==> src/rtl/mem_arb_pkg.sv <==
// mem_arb_pkg: shared types and constants for the fetch/data memory arbiter.
//   arb_state_t : priority state of the aging FSM (data first / fetch first)
//   SRC_F/SRC_D : encoding of the requester that owns an outstanding read
//   CNT_MAX     : saturation value of the 4-bit fetch wait counter
package mem_arb_pkg;

  typedef enum logic {
    D_PRI = 1'b0,
    F_PRI = 1'b1
  } arb_state_t;

  localparam logic       SRC_F   = 1'b0;
  localparam logic       SRC_D   = 1'b1;
  localparam logic [3:0] CNT_MAX = 4'd15;

endpackage

==> src/rtl/arb_age_counter.sv <==
// arb_age_counter: counts consecutive cycles in which fetch requests but is
// denied, and raises fetch_priority once that count reaches MAX_WAIT.
// Ports:
//   clk, reset      clock and synchronous active-high reset
//   f_req           fetch is requesting this cycle
//   f_gnt           fetch was granted this cycle
//   fetch_priority  1 = fetch wins a conflict this cycle (state F_PRI)
module arb_age_counter
  import mem_arb_pkg::*;
#(
  parameter int unsigned MAX_WAIT = 4
) (
  input  logic clk,
  input  logic reset,
  input  logic f_req,
  input  logic f_gnt,
  output logic fetch_priority
);

  localparam logic [3:0] MAX_WAIT_C = 4'(MAX_WAIT);

  arb_state_t state;
  arb_state_t state_next;
  logic [3:0] wait_cnt;
  logic [3:0] wait_cnt_next;

  // Next wait count and next priority state.
  always_comb begin
    wait_cnt_next = 4'd0;
    state_next    = state;
    if (f_req && !f_gnt) begin
      if (wait_cnt == CNT_MAX) begin
        wait_cnt_next = CNT_MAX;
      end else begin
        wait_cnt_next = wait_cnt + 4'd1;
      end
    end else begin
      wait_cnt_next = 4'd0;
    end
    case (state)
      D_PRI: begin
        // Switch on the cycle the count reaches the threshold so fetch wins
        // the very next conflict.
        if (wait_cnt_next >= MAX_WAIT_C) begin
          state_next = F_PRI;
        end else begin
          state_next = D_PRI;
        end
      end
      F_PRI: begin
        // Priority is spent on a grant and is not kept if fetch withdraws.
        if (f_gnt || !f_req) begin
          state_next = D_PRI;
        end else begin
          state_next = F_PRI;
        end
      end
      default: state_next = D_PRI;
    endcase
  end

  // State and counter registers.
  always_ff @(posedge clk) begin
    if (reset) begin
      state    <= D_PRI;
      wait_cnt <= 4'd0;
    end else begin
      state    <= state_next;
      wait_cnt <= wait_cnt_next;
    end
  end

  assign fetch_priority = (state == F_PRI);

endmodule

==> src/rtl/mem_arbiter.sv <==
// mem_arbiter: shares one single-port synchronous memory between the
// instruction-fetch port (F, reads only) and the data port (D, loads/stores).
// Data wins conflicts unless fetch has aged into priority. Read data returns
// one cycle after grant and is steered to the requester that issued the read.
// Ports:
//   clk, reset                         clock, synchronous active-high reset
//   f_req/f_addr -> f_gnt               fetch request handshake
//   f_rvalid/f_rdata                    fetch read return
//   d_req/d_we/d_addr/d_wdata -> d_gnt  data request handshake
//   d_rvalid/d_rdata                    load read return
//   mem_en/mem_we/mem_addr/mem_wdata    memory command
//   mem_rdata                           memory read data (1 cycle after read)
module mem_arbiter
  import mem_arb_pkg::*;
#(
  parameter int unsigned ADDR_W   = 32,
  parameter int unsigned DATA_W   = 32,
  parameter int unsigned MAX_WAIT = 4
) (
  input  logic              clk,
  input  logic              reset,
  input  logic              f_req,
  input  logic [ADDR_W-1:0] f_addr,
  output logic              f_gnt,
  output logic              f_rvalid,
  output logic [DATA_W-1:0] f_rdata,
  input  logic              d_req,
  input  logic              d_we,
  input  logic [ADDR_W-1:0] d_addr,
  input  logic [DATA_W-1:0] d_wdata,
  output logic              d_gnt,
  output logic              d_rvalid,
  output logic [DATA_W-1:0] d_rdata,
  output logic              mem_en,
  output logic              mem_we,
  output logic [ADDR_W-1:0] mem_addr,
  output logic [DATA_W-1:0] mem_wdata,
  input  logic [DATA_W-1:0] mem_rdata
);

  logic fetch_priority;
  logic rd_pending;
  logic rd_src;

  arb_age_counter #(
    .MAX_WAIT(MAX_WAIT)
  ) u_age (
    .clk           (clk),
    .reset         (reset),
    .f_req         (f_req),
    .f_gnt         (f_gnt),
    .fetch_priority(fetch_priority)
  );

  // Grant selection and memory command mux.
  always_comb begin
    f_gnt     = 1'b0;
    d_gnt     = 1'b0;
    mem_addr  = '0;
    mem_wdata = '0;
    if (reset) begin
      f_gnt = 1'b0;
      d_gnt = 1'b0;
    end else if (f_req && d_req) begin
      f_gnt = fetch_priority;
      d_gnt = !fetch_priority;
    end else begin
      f_gnt = f_req;
      d_gnt = d_req;
    end
    if (d_gnt) begin
      mem_addr = d_addr;
      if (d_we) begin
        mem_wdata = d_wdata;
      end else begin
        mem_wdata = '0;
      end
    end else if (f_gnt) begin
      mem_addr = f_addr;
    end else begin
      mem_addr = '0;
    end
  end

  assign mem_en = f_gnt | d_gnt;
  assign mem_we = d_gnt & d_we;

  // Remember which requester owns the read issued this cycle.
  always_ff @(posedge clk) begin
    if (reset) begin
      rd_pending <= 1'b0;
      rd_src     <= SRC_F;
    end else begin
      rd_pending <= f_gnt | (d_gnt & !d_we);
      rd_src     <= d_gnt ? SRC_D : SRC_F;
    end
  end

  // A read granted just before reset must not be reported during reset.
  assign f_rvalid = rd_pending & (rd_src == SRC_F) & !reset;
  assign d_rvalid = rd_pending & (rd_src == SRC_D) & !reset;
  assign f_rdata  = f_rvalid ? mem_rdata : '0;
  assign d_rdata  = d_rvalid ? mem_rdata : '0;

endmodule

==> config.mk <==
export PLATFORM = sky130hd
export DESIGN_NAME = mem_arbiter
export DESIGN_NICKNAME = d
export VERILOG_FILES = /design/src/rtl/mem_arb_pkg.sv /design/src/rtl/arb_age_counter.sv /design/src/rtl/mem_arbiter.sv
export SDC_FILE = /design/constraint.sdc
export NUM_CORES = 1
export LEC_CHECK = 0
export BUFFER_PORTS_ARGS = -buffer_cell sky130_fd_sc_hd__buf_2
export CAP_MARGIN = 40
export CELL_PAD_IN_SITES_DETAIL_PLACEMENT = 1
export CELL_PAD_IN_SITES_GLOBAL_PLACEMENT = 1
export CORE_MARGIN = 10
export CORE_UTILIZATION = 14
export DETAILED_ROUTE_END_ITERATION = 16
export GPL_TIMING_DRIVEN = 0
export PLACE_DENSITY_LB_ADDON = 0.1
export SLEW_MARGIN = 20
export SYNTH_ARGS = -nofsm -noshare
export SYNTH_HDL_FRONTEND = slang
export SYNTH_SLANG_ARGS = --single-unit
==> constraint.sdc <==
create_clock -name clk -period 2.88 [get_ports clk]
set_input_delay 0.288 -clock clk [delete_from_list [all_inputs] [get_ports clk]]
set_output_delay 0.288 -clock clk [all_outputs]
set_load 0.03 [all_outputs]
==> results of run 1 <==
[power by group]
group	switching (mW)	leakage (nW)	internal, mW	total (mW)
sequential	0.00147	0.0571	0.100	0.101
clock	0.0402	0.0228	0.0955	0.136
combinational	0.222	1.85	0.148	0.370
total	0.264	1.93	0.343	0.607
[routing by layer]
layer  wire length, um  GRT usage [%]  share of wire (%)
met1              3330           12.2                 32
met4               117           3.17                1.1
met3              1750           8.17                 17
met2              5270           25.3                 50
met5                 0              0                  0
[layout make-up]
type / instances / area, um2
Buffer: 19 / 95.1
Timing Repair Buffer: 266 / 1330
Clock buffer: 4 / 45.0
Tap cell: 111 / 139
Inverter: 3 / 11.3
Fill cell: 1205 / 6340
Multi-Input combinational cell: 154 / 1050
Sequential cell: 7 / 140
[critical path, delay by kind of cell, from the launching register on]
kind	cells	cell delay (ns)
compound gates	1	0.17
buf+inv	2	0.51
simple gates	2	0.49
flops	1	0.38
[stage by stage]
step,setup slack (ns),util (%)
2_1_floorplan,1.22,-
3_3_place_gp,0.933,30.3
3_5_place_dp,0.916,30.3
4_1_cts,0.795,30.8
5_1_grt,0.652,30.8
6_report,0.819,30.8
[state kept, by name, summed over array words and instances, names as in the netlist]
name	count
u_age.fetch_priority	1
rd_pending	1
rd_src	1
u_age.wait_cnt	4
[synth_stat cells, types with 2 or more instances]
master    instances  share of area, %
a21oi_1           3               1.2
a22o_1           32                22
and2_1           66                32
and3_1           32                15
buf_2             4               1.5
buf_4             3               1.7
clkbuf_1         11               3.2
dfxtp_1           7                11
inv_1             3              0.87
nand3_1           2              0.77
nor2_1            4               1.2
nor2b_1           2              0.96
nor3_1            2              0.77
nor3b_2           2               1.9
[kinds of logic after synthesis]
group / count (synthesis) / share of synthesized area (%)
compound gates: 40 / 25.9
fa+ha+maj: 1 / 0.961
buf+inv: 22 / 8.17
flops: 7 / 10.8
simple gates: 113 / 54.2
[worst max path at each step]
stage	endpoint	cells after the start
6_report	mem_addr[16]	5
5_1_grt	mem_addr[4]	5
4_1_cts	mem_addr[16]	5
3_5_place_dp	mem_addr[16]	7
3_3_place_gp	mem_wdata[31]	7
2_1_floorplan	mem_addr[23]	4
[cell usage in the layout (no fill, tap or decap), drive strengths merged]
cell type  count
inv            3
nand3          2
a21o           1
ha             1
nand2          1
nor2           4
a21oi          3
nor3b          2
clkbuf        15
and2          66
a211oi         1
dfxtp          7
nor2b          2
buf          274
and3          32
nor3           2
o21bai         1
and3b          1
a21boi         2
nand3b         1
a22o          32
==> flow_summary.yaml, run 1 <==
min_path:
  hold_class: "input port to flop"
  hold_path_end: "rd_src"
  whs_path_depth: 2
  min_from: "f_req"
setup_path:
  worstPathArrival_ns: 1.77
  start_kind: "flop"
  timing.rr.end: "rd_pending"
  worstPathMaxFanout: 10
  reg2reg_depth: 4
  r2r_start: "u_age.fetch_priority"
  slowest_delay_ns: 0.41
  cp_cell_sequence: "nor2b_1 -> nor3b_2 -> buf_2 -> a22o_1 -> buf_2"
  r2r_slack_ns: 1.52
  crit_required_ns: 2.59
  endpoint_kind: "primary output"
  critPathSlowestCell: "nor3b_2"
  crit_start: "u_age.fetch_priority"
  crit_top_cell: "buf_2"
  path_class: "flop to primary output"
global_route:
  grt_pass1_vias: 2541
  grt_overflow: 0
  antenna_found_initial: 1
  grt_first_pass_wirelength_um: 14300
  grt_use_total_pct: 13.6
  grt_max_degree: 11
power:
  finalPower_uw: 607
  peakVddDrop_mv: 0.0947
  powerDensity_nw_per_um2: 216
  p_leak_nw: 1.93
final_layout:
  final_cells: 564
  final_nets: 588
  final_cell_area_um2: 2820
  drive_above_1_share_pct: 61.8
  antenna_cells: 0
  syn2layout_area_growth_pct: 116
logic_synthesis:
  yosysWarnings: 0
  syn_area_um2: 1300
  synth_seq_cells: 7
  synth_area_per_cell_um2: 7.11
  synth_nets: 317
  ys_seq_area_share_pct: 10.8
  synthArstFlopShare_pct: 0
  synth_edf_count: 0
  synth_ff_type: "dfxtp_1"
  syn_inst: 183
  post_synth_num_cell_types: 24
place:
  place_hpwl_um: 9580
  dp.cells: 560
  placed_area_um2: 2770
  gp_congestion: 0.715
  numPortBuffers: 266
outcome:
  status: "completed"
route:
  routed_wl_um: 10500
  routedWlPerCell_um: 18.6
  ant_nets: 0
  vias_per_cell: 4.22
  drt-initial-drc-count: 76
  drc: 0
  vias: 2381
  dr.pass1.iters: 3
clocking:
  numCtsBuffers: 3
  cts_root_buf: "clkbuf_8"
  htree_levels: 1
  cts_tree: "done"
  path_clk_slew_ns: 0.04
  hold_buffers: 0
  post_cts_buffers: 0
  cts_resized: 0
  clock_latency_ns: 0.22
  cts_buffer_depth: 2
  cts.sinks: 7
timing:
  fmax_mhz: 485
  whs_ns: 0.326
  setup_viol: 0
  relSlewSlack_pct: 69.1
  slew_violations: 0
  finClkSkew_ns: 0.00200
  worst_pin_slew_ns: 0.462
  hold_violations: 0
  rsz0062_at_grt: "no"
  setup_tns_ns: 0
  fin_crit_sh_pct: 71.6
  fin_crit_ns: 2.06
job:
  drv_cap: 0
floorplan:
  core_area_um2: 9150
  die_w_um: 116
  rows: 35
  start_util_pct: 14.2
  die-area_um2: 13600
  die_y_um: 116
  num_io_pins: 267
Note: power is estimated with default switching activity, not from simulation.
==> run 2, diff against run 1 <==
Settings changed: CORE_UTILIZATION 14 to 13.
Clock period 2.88 ns to 1.94 ns, I/O delays scaled along.
==> run 2 against run 1 <==
  * Count of clock-buffer cells in the layout did not move
  * Routed wire length rose by 3.9%
  * Sequential power rose by 50%
  * Combinational power rose by 51%
  * Register-to-register slack got worse by 0.79 ns
  * Clock power rose by 50%
  * Final cell count rose by 4.1%
  * Die area rose by 6.3%
  * Final area rose by 2.0%
==> flow_summary.yaml, run 2 (synthesized netlist as in run 1, its figures left out) <==
global_route:
  antenna_found_initial: 0
  grt_overflow: 0
  grt_use_total_pct: 14.0
  grt_max_degree: 11
  grt_first_pass_wirelength_um: 16100
  grt_pass1_vias: 2713
power:
  sequentialPowerShare_pct: 16.5
  clockPowerShare_pct: 22.3
  power_frac_comb_pct: 61.2
  finalPower_uw: 914
  p_switching_uw: 400
  p_leak_nw: 1.94
  netSwitchingFraction_pct: 43.7
  internal_power_uw: 514
  powerDensity_nw_per_um2: 318
  peakVddDrop_mv: 0.150
final_layout:
  antenna_cells: 0
  final_common_cell: "buf_2"
  final_cell_mix: "buf_2, and2_1, and3_1, a22o_1, clkbuf_1"
  final_nets: 589
  ff_latch_area_um2: 140
  syn2layout_area_growth_pct: 121
  multi_input_area_um2: 1070
  largest_reg_flops: 4
  drive_above_1_share_pct: 62.1
  nFillCells: 1324
  top_register: "u_age.wait_cnt"
route:
  vias_per_cell: 4.16
  ant_nets: 0
  vias: 2443
  drc: 0
  drt-initial-drc-count: 70
  dr.pass1.iters: 4
  routedWlPerCell_um: 18.5
  routed_wl_um: 10900
clocking:
  cts_tree: "done"
  cts_buffer_depth: 2
  numCtsBuffers: 3
  cts_root_buf: "clkbuf_8"
  clock_latency_ns: 0.23
  path_clk_slew_ns: 0.04
  htree_levels: 1
  cts.sinks: 7
timing:
  fin_crit_ns: 1.81
  worst_pin_slew_ns: 0.338
  finClkSkew_ns: 0.000568
  hold_violations: 0
  layout_setup_ws_ns: 0.131
  fin_crit_sh_pct: 93.2
  slew_violations: 0
  relSlewSlack_pct: 77.4
  setup_viol: 0
  rsz0062_at_grt: "no"
  fmax_mhz: 553
  setup_tns_ns: 0
job:
  drv_cap: 0
floorplan:
  die_w_um: 120
  num_io_pins: 267
  die-area_um2: 14400
  die_y_um: 120
  start_util_pct: 13.3
  rows: 36
  core_area_um2: 9770
setup_path:
  path_class: "flop to primary output"
  endpoint_kind: "primary output"
  cp_num_buf_inv: 3
  cp_top_family: "buffers and inverters"
  worstPathMaxFanout: 10
  worstPathArrival_ns: 1.61
  slowest_delay_ns: 0.38
  critPathSlowestCell: "dfxtp_1"
  crit_required_ns: 1.75
  cp_cell_sequence: "nor2b_1 -> nor3b_4 -> buf_4 -> clkbuf_4 -> a22o_1 -> buf_2"
  start_kind: "flop"
place:
  numPortBuffers: 266
  pre_cts_slack_ns: 0.145
  gp_congestion: 0.806
  place_hpwl_um: 9990
min_path:
  hold_class: "input port to flop"
outcome:
  status: "completed"
-- run 2: cell types whose count changed in the layout (fill, tap and decap cells not counted) --
cell / previous run / this run
buf_4: 3 / 5
clkbuf_4: 0 / 2
buf_1: 0 / 1
nor3b_2: 2 / 0
clkbuf_2: 0 / 1
buf_2: 270 / 267
nor3b_4: 0 / 2
clkbuf_1: 12 / 10
-- run 2: metrics by stage --
stage               hold slack, ns  util, %  std cells  instance area (um2)
global route                 0.303     29.4        587                 2870
floorplan                    0.300        -        183                 1300
CTS                          0.235     29.2        586                 2850
finish                       0.241     29.4        587                 2870
detailed placement           0.464     28.6        582                 2800
global placement             0.461     28.6        582                 2800
-- run 2: final timing paths --
path | slack (ns) | start | cells after the start | endpoint
setup / recovery | 0.13 | u_age.fetch_priority | 6 | mem_addr[3]
hold / removal | 0.24 | f_req | 2 | rd_src
setup reg to reg | 0.73 | u_age.fetch_priority | 5 | rd_pending
hold reg to reg | 0.50 | u_age.wait_cnt[0] | 1 | u_age.wait_cnt[0]
-- run 2: repair_timing --
item,in CTS,in global routing
pin swaps,0,1
setup buffers,0,1
setup endpoints to repair,28,30
resized for setup,2,6
hold buffers,0,0
-- run 2: area by class of cell --
cell class | instances | area share [%]
timing repair buffer | 267 | 46.6
clock buffer | 4 | 1.57
sequential | 7 | 4.88
tap | 133 | 5.79
inverter | 3 | 0.392
multi-input combinational | 154 | 37.2
buffer | 19 | 3.61
-- run 2: metal layers --
metal,routed length (um),global-route usage [%]
met4,70,2.49
met5,0,0
met2,5690,27.2
met1,3510,12.2
met3,1620,7.97
-- run 2: power by group through the flow --
stage	sequential [mW]	clock (mW)	combinational [mW]
5_1_grt	0.151	0.221	0.608
6_report	0.151	0.204	0.559
4_1_cts	0.151	0.211	0.567
3_5_place_dp	0.153	0	0.563
2_1_floorplan	0.152	0	0.303
3_3_place_gp	0.153	0	0.557
